File: src/rtl/icache_mem_initiator.sv
// Instruction-cache miss initiator: accepts MSHR misses, issues line-aligned memory
// fetches, tracks in-flight tags and forwards matched responses as refills.
module icache_mem_initiator #(
    parameter int ADDR_WIDTH        = 32,
    parameter int DATA_WIDTH        = 256,
    parameter int ID_WIDTH          = 8,
    parameter int MAX_OUTSTANDING   = 4,
    parameter int LINE_OFFSET_WIDTH = 5
) (
    input  logic                                 clk,
    input  logic                                 rst_n,
    input  logic                                 miss_vld,
    output logic                                 miss_rdy,
    input  logic [ADDR_WIDTH-1:0]                miss_addr,
    input  logic [ID_WIDTH-1:0]                  miss_id,
    output logic                                 fetch_mem_req_vld,
    input  logic                                 fetch_mem_req_rdy,
    output logic [ADDR_WIDTH-1:0]                fetch_mem_req_addr,
    output logic [ID_WIDTH-1:0]                  fetch_mem_req_entry_id,
    input  logic                                 fetch_mem_ack_vld,
    output logic                                 fetch_mem_ack_rdy,
    input  logic [DATA_WIDTH-1:0]                fetch_mem_ack_data,
    input  logic [ID_WIDTH-1:0]                  fetch_mem_ack_entry_id,
    output logic                                 refill_vld,
    input  logic                                 refill_rdy,
    output logic [DATA_WIDTH-1:0]                refill_data,
    output logic [ID_WIDTH-1:0]                  refill_id,
    output logic [$clog2(MAX_OUTSTANDING+1)-1:0] outstanding_cnt,
    output logic                                 err_unexp_ack
);

    localparam int CNT_W  = $clog2(MAX_OUTSTANDING + 1);
    localparam int SLOT_W = (MAX_OUTSTANDING > 1) ? $clog2(MAX_OUTSTANDING) : 1;
    localparam logic [CNT_W-1:0]      MAX_CNT   = CNT_W'(MAX_OUTSTANDING);
    localparam logic [ADDR_WIDTH-1:0] LINE_MASK =
        ~((ADDR_WIDTH'(1) << LINE_OFFSET_WIDTH) - ADDR_WIDTH'(1));

    logic [MAX_OUTSTANDING-1:0] slot_valid_r;
    logic [ID_WIDTH-1:0]        slot_id_r [MAX_OUTSTANDING];
    logic [CNT_W-1:0]           cnt_r;

    logic                       req_vld_r;
    logic [ADDR_WIDTH-1:0]      req_addr_r;
    logic [ID_WIDTH-1:0]        req_id_r;

    logic                       refill_vld_r;
    logic [DATA_WIDTH-1:0]      refill_data_r;
    logic [ID_WIDTH-1:0]        refill_id_r;
    logic                       err_r;

    logic                       id_hit_s;
    logic                       ack_hit_s;
    logic [SLOT_W-1:0]          ack_slot_s;
    logic [SLOT_W-1:0]          alloc_slot_s;
    logic                       alloc_s;
    logic                       ack_acc_s;
    logic                       free_s;

    // Tracker lookup: duplicate-tag check, response match and lowest free slot.
    always_comb begin
        id_hit_s     = 1'b0;
        ack_hit_s    = 1'b0;
        ack_slot_s   = '0;
        alloc_slot_s = '0;
        for (int i = MAX_OUTSTANDING - 1; i >= 0; i--) begin
            id_hit_s     = id_hit_s  | (slot_valid_r[i] & (slot_id_r[i] == miss_id));
            ack_hit_s    = ack_hit_s | (slot_valid_r[i] & (slot_id_r[i] == fetch_mem_ack_entry_id));
            ack_slot_s   = (slot_valid_r[i] && (slot_id_r[i] == fetch_mem_ack_entry_id))
                           ? SLOT_W'(i) : ack_slot_s;
            // Descending scan so the last write wins with the lowest free index.
            alloc_slot_s = slot_valid_r[i] ? alloc_slot_s : SLOT_W'(i);
        end
    end

    assign miss_rdy          = (cnt_r < MAX_CNT) && (!req_vld_r || fetch_mem_req_rdy) && !id_hit_s;
    assign fetch_mem_ack_rdy = !refill_vld_r || refill_rdy;
    assign alloc_s           = miss_vld && miss_rdy;
    assign ack_acc_s         = fetch_mem_ack_vld && fetch_mem_ack_rdy;
    assign free_s            = ack_acc_s && ack_hit_s;

    // Tracker slot table: allocate on miss acceptance, release on matched response.
    always_ff @(posedge clk or negedge rst_n) begin
        if (!rst_n) begin
            slot_valid_r <= '0;
            for (int i = 0; i < MAX_OUTSTANDING; i++) begin
                slot_id_r[i] <= '0;
            end
        end else begin
            for (int i = 0; i < MAX_OUTSTANDING; i++) begin
                if (alloc_s && (alloc_slot_s == SLOT_W'(i))) begin
                    slot_valid_r[i] <= 1'b1;
                    slot_id_r[i]    <= miss_id;
                end else if (free_s && (ack_slot_s == SLOT_W'(i))) begin
                    slot_valid_r[i] <= 1'b0;
                end else begin
                    slot_valid_r[i] <= slot_valid_r[i];
                end
            end
        end
    end

    // In-flight counter; allocate and free in the same cycle cancel out.
    always_ff @(posedge clk or negedge rst_n) begin
        if (!rst_n) begin
            cnt_r <= '0;
        end else begin
            case ({alloc_s, free_s})
                2'b10:   cnt_r <= cnt_r + CNT_W'(1);
                2'b01:   cnt_r <= cnt_r - CNT_W'(1);
                default: cnt_r <= cnt_r;
            endcase
        end
    end

    // Single-stage request register toward memory.
    always_ff @(posedge clk or negedge rst_n) begin
        if (!rst_n) begin
            req_vld_r  <= 1'b0;
            req_addr_r <= '0;
            req_id_r   <= '0;
        end else if (alloc_s) begin
            req_vld_r  <= 1'b1;
            req_addr_r <= miss_addr & LINE_MASK;
            req_id_r   <= miss_id;
        end else if (fetch_mem_req_rdy) begin
            req_vld_r  <= 1'b0;
        end else begin
            req_vld_r  <= req_vld_r;
        end
    end

    // Refill output register, loaded only by responses that match a slot.
    always_ff @(posedge clk or negedge rst_n) begin
        if (!rst_n) begin
            refill_vld_r  <= 1'b0;
            refill_data_r <= '0;
            refill_id_r   <= '0;
        end else if (free_s) begin
            refill_vld_r  <= 1'b1;
            refill_data_r <= fetch_mem_ack_data;
            refill_id_r   <= fetch_mem_ack_entry_id;
        end else if (refill_rdy) begin
            refill_vld_r  <= 1'b0;
        end else begin
            refill_vld_r  <= refill_vld_r;
        end
    end

    // One-cycle error pulse for a consumed response with no matching slot.
    always_ff @(posedge clk or negedge rst_n) begin
        if (!rst_n) begin
            err_r <= 1'b0;
        end else begin
            err_r <= ack_acc_s && !ack_hit_s;
        end
    end

    assign fetch_mem_req_vld      = req_vld_r;
    assign fetch_mem_req_addr     = req_addr_r;
    assign fetch_mem_req_entry_id = req_id_r;
    assign refill_vld             = refill_vld_r;
    assign refill_data            = refill_data_r;
    assign refill_id              = refill_id_r;
    assign outstanding_cnt        = cnt_r;
    assign err_unexp_ack          = err_r;

endmodule

File: config.mk
export PLATFORM = sky130hd
export DESIGN_NAME = icache_mem_initiator
export DESIGN_NICKNAME = d
export VERILOG_FILES = /design/src/rtl/icache_mem_initiator.sv
export SDC_FILE = /design/constraint.sdc
export NUM_CORES = 1
export LEC_CHECK = 0
export CAP_MARGIN = 25
export CORE_MARGIN = 2
export CORE_UTILIZATION = 25
export CTS_CLUSTER_DIAMETER = 80
export CTS_CLUSTER_SIZE = 8
export DETAILED_ROUTE_END_ITERATION = 10
export PLACE_DENSITY_LB_ADDON = 0.12
export SLEW_MARGIN = 20
export SYNTH_ARGS = -nofsm -noshare
export SYNTH_HDL_FRONTEND = slang
export SYNTH_SLANG_ARGS = --single-unit
File: constraint.sdc
create_clock -name clk -period 2.59 [get_ports clk]
set_input_delay 0.3885 -clock clk [delete_from_list [all_inputs] [get_ports clk]]
set_output_delay 0.3885 -clock clk [all_outputs]
set_load 0.02 [all_outputs]
After elaboration in Yosys (flattened, before gate mapping)

Cells that the tools add are included.

Output and inout port bits: 312
Input bits: 310
Register bits after elaboration: 341
Word-level logic and storage cells: 103

Reductions and logical operators: 33
Add/subtract/negate cells: 2
Magnitude comparators: 1
Mux-type cells: 21
Equality and inequality tests: 16
Bitwise logic cells: 14

Operators by type and width:

| kind                                                                   | number |
|---|---|
| 8-bit equality test                                                    | 8 |
| 1-bit logical AND                                                      | 18 |
| 2-bit 2-to-1 mux                                                       | 8 |
| 2-bit nonzero test                                                     | 7 |
| 1-bit 2-to-1 mux                                                       | 12 |
| 2-bit equality test (second input constant)                            | 5 |
| 1-bit bitwise AND                                                      | 8 |
| 2-bit by 1-bit equality test with 1-bit output (second input constant) | 3 |
| 1-bit OR                                                               | 6 |
| 3-bit one-hot mux with 2 select lines                                  | 1 |
| 1-bit logical NOT                                                      | 4 |
| 2-bit logical NOT                                                      | 2 |
| 3-bit by 1-bit adder with 3-bit output (second input constant)         | 1 |
| 3-bit < comparator (second input constant)                             | 1 |
| 3-bit by 1-bit subtractor with 3-bit output (second input constant)    | 1 |
| 1-bit logical OR                                                       | 2 |

Logic depth before layout (Yosys ltp)

Depth in word-level cells: 10
Mapped depth: 15
Mapped depth without buffers: 12

Worst setup path after synthesis

Ideal clock, no wire load.

Path kind: input port to flip-flop
From: in miss_id[4]
To: reg cnt_r[2], in the netlist outstanding_cnt[2]
Setup slack: -0.199 ns
Stages: 14
Buffers on the path: 3
Arrival time: 2.709 ns
Cells stage by stage: buf_2 -> xor2_1 -> nor4_2 -> a41oi_2 -> and3_1 -> buf_6 -> buf_6 -> inv_1 -> ha_1 -> inv_1 -> fa_1 -> xor2_1 -> nor2_1 -> xor2_1

Longest elaborated chain between the ends: 10
Elaborated cells on any way between the ends: 18
Classes of those cells: 6 x eq/ne; 1 x mux; 7 x bitwise; 4 x reduce/logical

RTL lines:

| what                                                                                         | line | source |
|---|---|---|
| start: declaration                                                                           | 15   | `input logic [ID_WIDTH-1:0] miss_id,` |
| 8-bit equality test                                                                          | 66   | `id_hit_s = id_hit_s \| (slot_valid_r[i] & (slot_id_r[i] == miss_id));` |
| 1-bit bitwise AND                                                                            | 66   |  |
| 1-bit OR (2 in series)                                                                       | 66   |  |
| 1-bit OR (*)                                                                                 | 66   |  |
| 1-bit logical NOT (*)                                                                        | 75   | `assign miss_rdy = (cnt_r < MAX_CNT) && (!req_vld_r \|\| fetch_mem_req_rdy) && !id_hit_s;` |
| 1-bit logical AND (*)                                                                        | 75   |  |
| 1-bit logical AND (*)                                                                        | 77   | `assign alloc_s = miss_vld && miss_rdy;` |
| 2-bit by 1-bit equality test with 1-bit output / 2-bit equality test (equally long branches) | 107  | `case ({alloc_s, free_s})` |
| 3-bit one-hot mux with 2 select lines / 2-bit nonzero test (equally long branches)           | -    |  |
| end signal: assignment                                                                       | 108  | `2'b10: cnt_r <= cnt_r + CNT_W'(1);` |
| end signal: assignment                                                                       | 109  | `2'b01: cnt_r <= cnt_r - CNT_W'(1);` |
| end signal: assignment                                                                       | 110  | `default: cnt_r <= cnt_r;` |
| end: declaration                                                                             | 40   | `logic [CNT_W-1:0] cnt_r;` |

Mark *: on every way between the ends. The rest lies on a longest branch, timed or not.
A chain may end at the register's enable or synchronous reset.

Final worst setup path

From: reg slot_id_r[8] in the netlist's numbering
To: out miss_rdy

Longest elaborated chain between the ends: 7

RTL lines:

| what                             | line | source |
|---|---|---|
| start: declaration               | 39   | `logic [ID_WIDTH-1:0] slot_id_r [MAX_OUTSTANDING];` |
| start signal: indexed assignment | 92   | `slot_id_r[i] <= miss_id;` |
| 8-bit equality test              | 66   |  |
| 1-bit bitwise AND                | 66   |  |
| 1-bit OR (3 in series)           | 66   |  |
| 1-bit logical NOT                | 75   |  |
| 1-bit logical AND                | 75   |  |
| end: declaration                 | 13   | `output logic miss_rdy,` |

Every way passes these cells.

==> flow_summary.json <==
{
  "cts_max_path_buffers": 3,
  "dp_slack_ns": -0.649,
  "grt_start_max_net_pins": 74,
  "fin_crit_ns": 2.52,
  "syn2layout_area_growth_pct": 63.3,
  "ys_ff_latch": 341,
  "worst_slew_pin_slew_ns": 0.658,
  "postSynthAreaPerCell_um2": 16.0,
  "postPlaceCellArea_um2": 21200,
  "worst_slack_ns": 0.0676,
  "crit_buf_inv": 2,
  "critPathLaunch": "slot_id_r[8]",
  "grt_pass1_vias": 10000,
  "routed_wl_mm": 48.7,
  "ys_warn_count": 0,
  "multiInputGateArea_um2": 4940,
  "fin_area_um2": 22700,
  "start_kind": "flip-flop",
  "slowest_stage": "dfrtp_1",
  "synth_cells": 867,
  "start_util": 0.252,
  "num-nets-final": 1869,
  "p_per_area_nw_per_um2": 978,
  "relSlewSlack": 0.561,
  "clkSlewWorstSetupHoldPaths_ns": 0.05,
  "drtAntennaViolNets": 0,
  "synth_area_um2": 13900,
  "cp_cell_sequence": "xnor2_2 > nand3_2 > nor3_4 > nor4_4 > buf_4 > and2_4 > buf_6",
  "final_cell_mix": "clkdlybuf4s50_1 (606), dfrtp_1 (341), mux2_1 (245)",
  "final-hold-violation-count": 0,
  "die_w_um": 240,
  "seq_area_frac_synth": 0.614,
  "outcome": "finished clean",
  "fp.coreArea_um2": 55100,
  "crit_family": "simple AND/OR/NAND/NOR gates",
  "ys.flop_type": "dfrtp_1",
  "gp_congestion": 0.801,
  "via_per_inst": 4.13,
  "critPathRequiredTime_ns": 2.20,
  "seq_area_um2": 8530,
  "grtUsageTotal": 0.162,
  "drive_gt1_frac": 0.155,
  "r2r_start": "slot_id_r[2]",
  "fillCellCount": 5245,
  "timing.final.crit_share": 0.974,
  "maxSlewViolCount": 0,
  "cp-end-kind": "primary output",
  "crit_type": "flip-flop to primary output",
  "critPathMaxStageDelay_ns": 0.43,
  "grt_antenna_before_repair": 9,
  "grt_overflow": 0,
  "drc_errors": 0,
  "rows": 86,
  "dp_hpwl_mm": 37.5,
  "hold_path_class": "input port to async pin",
  "die_h_um": 240,
  "cts_buffers": 50,
  "vias": 9572,
  "dr.pass1.iters": 4,
  "ios": 622,
  "fp.dieArea_um2": 57500,
  "clock.fmax_mhz": 396,
  "clock_latency_ns": 0.58,
  "irDropWorstVdd_v": 0.000512,
  "synth.distinct_cells": 37,
  "setup_viol": 0,
  "cts_sinks": 341,
  "drt_iter0_markers": 281,
  "port_buffers": 611,
  "routedWlPerCell_um": 21.0,
  "cp_max_fo": 6,
  "cp_data_arrival_time_ns": 2.13,
  "cap_viol_max_count": 0,
  "grt_pass1_wl_mm": 68.1,
  "fin_worst_skew_ns": 0.0231,
  "root_buffer": "clkbuf_16",
  "synth_edf_count": 0,
  "p_leak_uw": 0.0102,
  "async_flop_share": 1.00,
  "cts_tree": "built",
  "rsz0062_at_grt": "yes",
  "htree_levels": 2,
  "layout_commonest_cell": "clkdlybuf4s50_1"
}
[layout make-up]
| cell class | count | share of cell area |
|---|---|---|
| Inverter | 5 | 0.000937 |
| Sequential cell | 341 | 0.376 |
| Clock inverter | 3 | 0.00116 |
| Antenna cell | 6 | 0.000661 |
| Clock buffer | 56 | 0.0579 |
| Multi-Input combinational cell | 471 | 0.218 |
| Timing Repair Buffer | 688 | 0.305 |
| Tap cell | 748 | 0.0412 |
[flip-flops by register name, summed over array words and instances (netlist names)]
| signal | cells |
|---|---|
| refill_data | 256 |
| slot_valid_r | 4 |
| err_unexp_ack | 1 |
| fetch_mem_req_vld | 1 |
| refill_id | 8 |
| fetch_mem_req_entry_id | 8 |
| outstanding_cnt | 3 |
| refill_vld | 1 |
| fetch_mem_req_addr | 27 |
| slot_id_r | 32 |
[what timing repair did]
item,4_1_cts,5_1_grt
cloned,0,1
hold buffers,1,0
buffers inserted,4,1
gates resized for setup,11,14
endpoints found under the setup margin,33,199
endpoints found under the hold margin,34,0
pin swaps,4,11
[metal layers]
metal | up-vias | track usage | part of all wire
met4 | 2 | 0.0580 | 0.025
met2 | 320 | 0.295 | 0.53
li1 | 4392 | - | -
met3 | 71 | 0.0549 | 0.083
met5 | - | 0 | 0.00027
met1 | 4787 | 0.173 | 0.36
[power breakdown]
group | leakage [uW] | total [uW] | switching, uW | internal (uW)
sequential | 0.00448 | 7930 | 982 | 6950
clock | 0.000659 | 5860 | 2350 | 3510
combinational | 0.00510 | 8430 | 3890 | 4530
total | 0.0102 | 22200 | 7220 | 15000
[kinds of logic after synthesis]
family	after synthesis	share of synthesized area
compound gates	8	0.00576
simple gates	57	0.0220
mux	332	0.275
buf+inv	59	0.0390
fa+ha+maj	2	0.00234
xor+xnor	67	0.0422
other cells	1	0.000270
flops	341	0.614
[metrics by stage]
| stage | hold slack [ns] | util | TNS, ns | total power [uW] | instances |
|---|---|---|---|---|---|
| 4_1_cts | 0.262 | 0.410 | -0.0106 | 22500 | 2311 |
| 3_5_place_dp | 0.301 | 0.385 | -158.40 | 16400 | 2247 |
| 5_1_grt | 0.290 | 0.412 | -0.0321 | 23400 | 2317 |
| 2_1_floorplan | 0.0929 | - | -0.0253 | 12000 | 871 |
| 3_3_place_gp | 0.304 | 0.385 | -158.52 | 16400 | 2247 |
| 6_report | 0.291 | 0.412 | 0 | 22200 | 2318 |
[synth_stat cells (2+ instances only)]
cell type  instances  area (um2)
nand3_1            9        45.0
mux2_1           245        2760
nor3_1            10        50.1
xnor2_1           51         447
buf_6             19         214
buf_8             12         180
mux2_4            23         345
dfrtp_1          341        8530
mux2_2            63         709
nand2_1           16        60.1
nand4_1            8        50.1
buf_4              6        45.0
nor2_1             4        15.0
xor2_1            16         140
buf_2             17        85.1
inv_1              5        18.8
or3_1              2        12.5
[path summary, 6_finish.rpt]
check,end,slack [ns],cells past startpoint
min in group clk,refill_id[5],0.31,2
worst min register to register,refill_data[22],0.48,1
worst min-delay path,refill_data[5],0.29,2
max in group asynchronous,refill_data[112],1.36,4
worst max-delay path,miss_rdy,0.07,7
worst max register to register,fetch_mem_req_addr[31],0.12,8
(Power assumes the default switching activity.)
